## src/rtl/spi_seq_pkg.sv

```systemverilog
// Shared types for the SPI byte sequencer: FSM state encoding and the TX FIFO entry layout.
package spi_seq_pkg;

  localparam int BYTE_W  = 8;
  localparam int ENTRY_W = BYTE_W + 1;

  typedef enum logic [1:0] {
    ST_IDLE  = 2'd0,
    ST_ISSUE = 2'd1,
    ST_WAIT  = 2'd2,
    ST_HOLD  = 2'd3
  } seq_state_t;

  typedef struct packed {
    logic              last;
    logic [BYTE_W-1:0] data;
  } tx_entry_t;

endpackage

```

## src/rtl/spi_seq_fifo.sv

```systemverilog
// Synchronous FIFO for the sequencer TX path; power-of-2 DEPTH, wrapping pointers plus an occupancy count.
module spi_seq_fifo #(
  parameter int DEPTH = 8,
  parameter int WIDTH = 9
) (
  input  logic             clk,
  input  logic             reset,
  input  logic             flush,
  input  logic             push,
  input  logic [WIDTH-1:0] wdata,
  input  logic             pop,
  output logic             full,
  output logic             empty,
  output logic [WIDTH-1:0] head
);

  localparam int AW = $clog2(DEPTH);
  localparam int CW = $clog2(DEPTH + 1);

  logic [WIDTH-1:0] r_mem [DEPTH];
  logic [AW-1:0]    r_wr_ptr;
  logic [AW-1:0]    r_rd_ptr;
  logic [CW-1:0]    r_count;
  logic             w_push;
  logic             w_pop;

  assign full   = (r_count == CW'(DEPTH));
  assign empty  = (r_count == '0);
  assign head   = r_mem[r_rd_ptr];
  assign w_push = push && !full;
  assign w_pop  = pop && !empty;

  // NOTE: sequential state uses non-blocking (<=) so every flop samples pre-edge values.
  always_ff @(posedge clk) begin
    if (reset || flush) begin
      r_wr_ptr <= '0;
      r_rd_ptr <= '0;
      r_count  <= '0;
    end else begin
      if (w_push) r_wr_ptr <= r_wr_ptr + AW'(1);
      if (w_pop)  r_rd_ptr <= r_rd_ptr + AW'(1);
      case ({w_push, w_pop})
        2'b10:   r_count <= r_count + CW'(1);
        2'b01:   r_count <= r_count - CW'(1);
        default: r_count <= r_count;
      endcase
    end
  end

  // NOTE: storage is deliberately not reset; the pointers and count alone define what is valid.
  always_ff @(posedge clk) begin
    if (w_push) r_mem[r_wr_ptr] <= wdata;
  end

endmodule

```

## src/rtl/spi_byte_sequencer.sv

```systemverilog
// Feeds the SPI byte engine from a TX FIFO, captures RX bytes, frames cs_n across multi-byte transfers.
// Optional engine watchdog enabled by defining SPI_SEQ_TIMEOUT_EN.
module spi_byte_sequencer
  import spi_seq_pkg::*;
#(
  parameter int DEPTH          = 8,
  parameter int TIMEOUT_CYCLES = 64
) (
  input  logic              clk,
  input  logic              reset,
  input  logic [BYTE_W-1:0] tx_data,
  input  logic              tx_last,
  input  logic              tx_valid,
  output logic              tx_ready,
  output logic [BYTE_W-1:0] rx_data,
  output logic              rx_valid,
  input  logic              rx_ready,
  output logic              eng_start,
  output logic [BYTE_W-1:0] eng_data,
  input  logic              eng_done,
  input  logic [BYTE_W-1:0] eng_rdata,
  output logic              cs_n,
  output logic              busy,
  output logic              err_timeout
);

  seq_state_t        r_state, w_state_nxt;
  logic              r_eng_start, w_eng_start_nxt;
  logic [BYTE_W-1:0] r_eng_data, w_eng_data_nxt;
  logic              r_cs_n, w_cs_n_nxt;
  logic [BYTE_W-1:0] r_rx_data, w_rx_data_nxt;
  logic              r_rx_valid, w_rx_valid_nxt;
  logic              r_last, w_last_nxt;

  logic              w_full, w_empty, w_flush, w_issue, w_can_issue, w_timeout;
  tx_entry_t         w_wr_entry, w_head;

  assign w_wr_entry  = '{last: tx_last, data: tx_data};
  assign w_can_issue = !w_empty && !r_rx_valid;

  spi_seq_fifo #(
    .DEPTH (DEPTH),
    .WIDTH (ENTRY_W)
  ) u_fifo (
    .clk   (clk),
    .reset (reset),
    .flush (w_flush),
    .push  (tx_valid),
    .wdata (w_wr_entry),
    .pop   (w_issue),
    .full  (w_full),
    .empty (w_empty),
    .head  (w_head)
  );

`ifdef SPI_SEQ_TIMEOUT_EN
  localparam int CNT_W = $clog2(TIMEOUT_CYCLES + 1);

  logic [CNT_W-1:0] r_wait_cnt, w_wait_cnt_nxt;
  logic             r_err_timeout;

  // Counts cycles since the byte was issued; eng_done on the limit cycle still completes normally.
  assign w_timeout = (r_state == ST_WAIT) && !eng_done &&
                     (r_wait_cnt == CNT_W'(TIMEOUT_CYCLES - 1));

  always_comb begin
    w_wait_cnt_nxt = r_wait_cnt;
    if (w_issue)                                         w_wait_cnt_nxt = '0;
    else if (r_state == ST_ISSUE || r_state == ST_WAIT)  w_wait_cnt_nxt = r_wait_cnt + CNT_W'(1);
  end

  always_ff @(posedge clk) begin
    if (reset) begin
      r_wait_cnt    <= '0;
      r_err_timeout <= 1'b0;
    end else begin
      r_wait_cnt    <= w_wait_cnt_nxt;
      r_err_timeout <= w_timeout;
    end
  end

  assign err_timeout = r_err_timeout;
`else
  assign w_timeout   = 1'b0;
  assign err_timeout = 1'b0;
`endif

  // NOTE: every always_comb output gets a default first, so no path can infer a latch.
  always_comb begin
    w_state_nxt     = r_state;
    w_eng_start_nxt = 1'b0;
    w_eng_data_nxt  = r_eng_data;
    w_cs_n_nxt      = r_cs_n;
    w_rx_data_nxt   = r_rx_data;
    w_rx_valid_nxt  = r_rx_valid;
    w_last_nxt      = r_last;
    w_issue         = 1'b0;
    w_flush         = 1'b0;

    if (r_rx_valid && rx_ready) w_rx_valid_nxt = 1'b0;

    unique case (r_state)
      ST_IDLE: begin
        w_cs_n_nxt = 1'b1;
        w_issue    = w_can_issue;
      end
      ST_ISSUE: w_state_nxt = ST_WAIT;
      ST_WAIT: begin
        if (eng_done) begin
          w_rx_data_nxt  = eng_rdata;
          w_rx_valid_nxt = 1'b1;
          if (r_last) begin
            w_cs_n_nxt  = 1'b1;
            w_state_nxt = ST_IDLE;
          end else begin
            w_state_nxt = ST_HOLD;
          end
        end else if (w_timeout) begin
          w_flush     = 1'b1;
          w_cs_n_nxt  = 1'b1;
          w_state_nxt = ST_IDLE;
        end
      end
      ST_HOLD: w_issue = w_can_issue;
      default: w_state_nxt = ST_IDLE;
    endcase

    // Issue is the only place the FIFO is popped; the engine sees the byte one cycle later.
    if (w_issue) begin
      w_state_nxt     = ST_ISSUE;
      w_eng_start_nxt = 1'b1;
      w_eng_data_nxt  = w_head.data;
      w_cs_n_nxt      = 1'b0;
      w_last_nxt      = w_head.last;
    end
  end

  always_ff @(posedge clk) begin
    if (reset) begin
      r_state     <= ST_IDLE;
      r_eng_start <= 1'b0;
      r_eng_data  <= '0;
      r_cs_n      <= 1'b1;
      r_rx_data   <= '0;
      r_rx_valid  <= 1'b0;
      r_last      <= 1'b0;
    end else begin
      r_state     <= w_state_nxt;
      r_eng_start <= w_eng_start_nxt;
      r_eng_data  <= w_eng_data_nxt;
      r_cs_n      <= w_cs_n_nxt;
      r_rx_data   <= w_rx_data_nxt;
      r_rx_valid  <= w_rx_valid_nxt;
      r_last      <= w_last_nxt;
    end
  end

  assign tx_ready  = !w_full;
  assign rx_data   = r_rx_data;
  assign rx_valid  = r_rx_valid;
  assign eng_start = r_eng_start;
  assign eng_data  = r_eng_data;
  assign cs_n      = r_cs_n;
  assign busy      = (r_state != ST_IDLE) || !w_empty;

endmodule
```

## config.mk

```make
export PLATFORM = sky130hd
export DESIGN_NAME = spi_byte_sequencer
export DESIGN_NICKNAME = d
export VERILOG_FILES = /design/src/rtl/spi_seq_pkg.sv /design/src/rtl/spi_seq_fifo.sv /design/src/rtl/spi_byte_sequencer.sv
export SDC_FILE = /design/constraint.sdc
export NUM_CORES = 1
export LEC_CHECK = 0
export ABC_AREA = 1
export BUFFER_PORTS_ARGS = -buffer_cell sky130_fd_sc_hd__buf_2
export CORE_ASPECT_RATIO = 1.5
export CORE_UTILIZATION = 61
export CTS_CLUSTER_DIAMETER = 40
export DETAILED_ROUTE_END_ITERATION = 8
export PLACE_DENSITY = 0.82
export SLEW_MARGIN = 10
export SYNTH_ARGS = -nofsm -noshare
export SYNTH_HDL_FRONTEND = slang
export SYNTH_SLANG_ARGS = --single-unit
```

## constraint.sdc

```tcl
create_clock -name clk -period 5.4 [get_ports clk]
set_clock_uncertainty 0.2 [all_clocks]
set_input_delay 0.27 -clock clk [delete_from_list [all_inputs] [get_ports clk]]
set_output_delay 0.27 -clock clk [all_outputs]
set_load 0.005 [all_outputs]
```

==> reports/metrics.csv <==
metric;value;unit
p_seq_share;48.9;%
place_congestion;0.791;
p_leak;0.00188;uW
post_drt_wl_per_cell;15.4;um
synth.area.mux_share;0;%
crit_slowest_cell;dfxtp_1;
vias;3003;
layout_commonest_cell;nor2_1;
rsz0062_at_grt;false;
htreeDepth;3;
met3_length;397;um
yosys.area_share.xor_xnor;0.411;%
fin_crit_sh;44.2;%
finalSetupViolations;0;
fin_hold_ws;0.0601;ns
clk_latency;0.36;ns
drt-met1-wl;3280;um
io_buffers;42;
netlist_instances;405;
synthAdderAreaFrac;2.35;%
die_y;104;um
path_max_fanout;5;
tightest_slew;1.04;ns
drc;0;
switching_share;35.8;%
totalWireLength;8340;um
synth_simple_gate_area_share;17.0;%
dr_wl_met2;4470;um
maxCapViolations;0;
antenna_found_initial;0;
dp_hpwl;5390;um
hold_class;in -> reg;
dieArea;7330;um2
numCtsBuffers;9;
cellPowerDensity;448;nW/um2
fmax;419;MHz
fin_nets;492;
worst-setup-path-type;reg -> reg;
final_cell_mix;nor2_1 (100), edfxtp_1 (72), nand2_1 (45);
grt_pass1_wl;13200;um
num_io_pins;44;
drive_gt1_share;15.0;%
syn_to_final_growth;13.1;%
crit_path_end_kind;register;
arrival;2.45;ns
power.share.clock;19.5;%
cts_root_buf;clkbuf_8;
drt_pre_antenna_iters;5;
power.switching;772;uW
worstPathRequired;5.47;ns
synth_seq_cells;104;
synth_compound_area_share;9.17;%
drtAntennaViolNets;0;
cts_tree;built;
final-max-slew-violation-count;0;
synth_warnings;0;
grt_max_degree;39;
vdd_drop_max;363;uV
gr-total-overflow;0;
post_cts_buffers;0;
syn_avg_cell_area;10.5;um2
synthFlopType;edfxtp_1;
vias_per_cell;5.53;
fp.dieW;70.2;um
ys_types;28;
ys_seq_area_share;65.8;%
track_usage;24.4;%
synthesis.nets;435;
timing.critical_path.from_type;register;
slew_headroom;30.4;%
async_reset_ff_share;0;%
cts.path.max_buffers;2;
synth_top_family_by_area;simple AND/OR/NAND/NOR gates;
syn_area;4260;um2
path_buf_inv;5;
path_cells;inv_1 -> ha_1 -> inv_1 -> nand3_4 -> inv_1 -> ha_1 -> inv_1 -> nand2_1 -> nand2_1 -> ha_1 -> a21oi_1 -> xnor2_1 -> o21ai_0 -> inv_1;
cp_slowest_stage_delay;0.37;ns
hold_viol_final;0;
combPwrFrac;31.6;%
path_clk_slew;0.09;ns
num_rows;36;
first_global_vias;2954;
fin_crit;2.39;ns
critPathTopFamily;adder cells;
outcome;completed;
core;6620;um2
synth-edff-count;72;
start_util;64.3;%
clock-sinks;104;
top_layer_used;met4;
tns;0;ns
drt_iter0_markers;197;
num_antenna_cells;0;
cp_common_cell;inv_1;
p_int;1390;uW
==> logic make-up after synthesis <==
group	after synthesis
AND/OR/NAND/NOR	175
flip-flops	104
AO/OA/AOI/OAI	73
buffers and inverters	42
adder cells (fa/ha/maj)	8
XOR/XNOR	2
other	1
==> final timing paths <==
check               from            endpoint  slack, ns  cells after the start
min reg2reg  eng_data[3]         eng_data[3]       0.25                      2
max           r_state[1]   u_fifo.r_count[2]       3.01                     14
max reg2reg   r_state[1]   u_fifo.r_count[2]       3.01                     14
min             tx_valid  u_fifo.r_wr_ptr[1]       0.06                      3
==> synth_stat cells, types with 3 or more instances <==
| cell | number | area [um2] |
|---|---|---|
| a21oi_1 | 11 | 55.1 |
| buf_2 | 5 | 25.0 |
| buf_4 | 4 | 30.0 |
| buf_6 | 5 | 56.3 |
| dfxtp_1 | 32 | 641 |
| edfxtp_1 | 72 | 2160 |
| ha_1 | 8 | 100 |
| inv_1 | 20 | 75.1 |
| inv_2 | 3 | 11.3 |
| nand2_1 | 45 | 169 |
| nand2_2 | 4 | 25.0 |
| nand3_1 | 22 | 110 |
| nor2_1 | 100 | 375 |
| o211ai_1 | 9 | 67.6 |
| o21ai_0 | 39 | 195 |
| o21ai_1 | 13 | 65.1 |
==> metrics by stage <==
step	worst slack [ns]	utilization, %	power, uW	instances	instance area (um2)
3_5_place_dp	3.05	67.1	1750	507	4450
3_3_place_gp	3.10	67.1	1710	507	4450
6_report	3.01	72.8	2160	543	4820
5_1_grt	2.86	72.8	2300	543	4820
4_1_cts	3.02	72.8	2170	543	4820
2_1_floorplan	3.22	-	1570	405	4260
==> registers in the layout, summed over array words and instances, names as in the netlist <==
signal and count:
r_last 1, eng_start 1, cs_n 1, u_fifo.r_mem 72, rx_data 8, r_state 2, u_fifo.r_count 4, u_fifo.r_rd_ptr 3
u_fifo.r_wr_ptr 3, rx_valid 1, eng_data 8
==> per-layer routing <==
layer / vias up / global-route usage, %
li1: 1485 / -
met1: 1401 / 25.5
met2: 101 / 42.6
met3: 16 / 6.59
met4: 0 / 15.3
met5: - / 0
==> timing repair <==
item	4_1_cts	5_1_grt
endpoints found under the hold margin	84	0
hold buffers	20	0
gates resized for setup	0	0
==> layout make-up <==
cell class / count / area, um2
repair buffers: 63 / 418
inverters: 25 / 96.3
multi-input cells: 259 / 1230
clock inverters: 7 / 47.5
flip-flops and latches: 104 / 2800
clock buffers: 9 / 124
fillers: 446 / 1800
well taps: 76 / 95.1
==> power groups by stage <==
stage / Sequential (uW) / Clock [uW] / Combinational, uW
finish: 1060 / 421 / 682
global route: 1070 / 461 / 773
CTS: 1050 / 431 / 687
detailed placement: 1070 / 0 / 672
global placement: 1070 / 0 / 646
floorplan: 1030 / 0 / 541
==> worst reg2reg max path, cell delays in order, from the launching register on <==
cell	delay, ns
dfxtp_1	0.37
inv_1	0.07
ha_1	0.29
inv_1	0.10
nand3_4	0.11
inv_1	0.13
ha_1	0.24
inv_1	0.06
nand2_1	0.05
nand2_1	0.07
ha_1	0.19
a21oi_1	0.14
xnor2_1	0.09
o21ai_0	0.14
inv_1	0.05
Note: power is estimated with default switching activity, not from simulation.
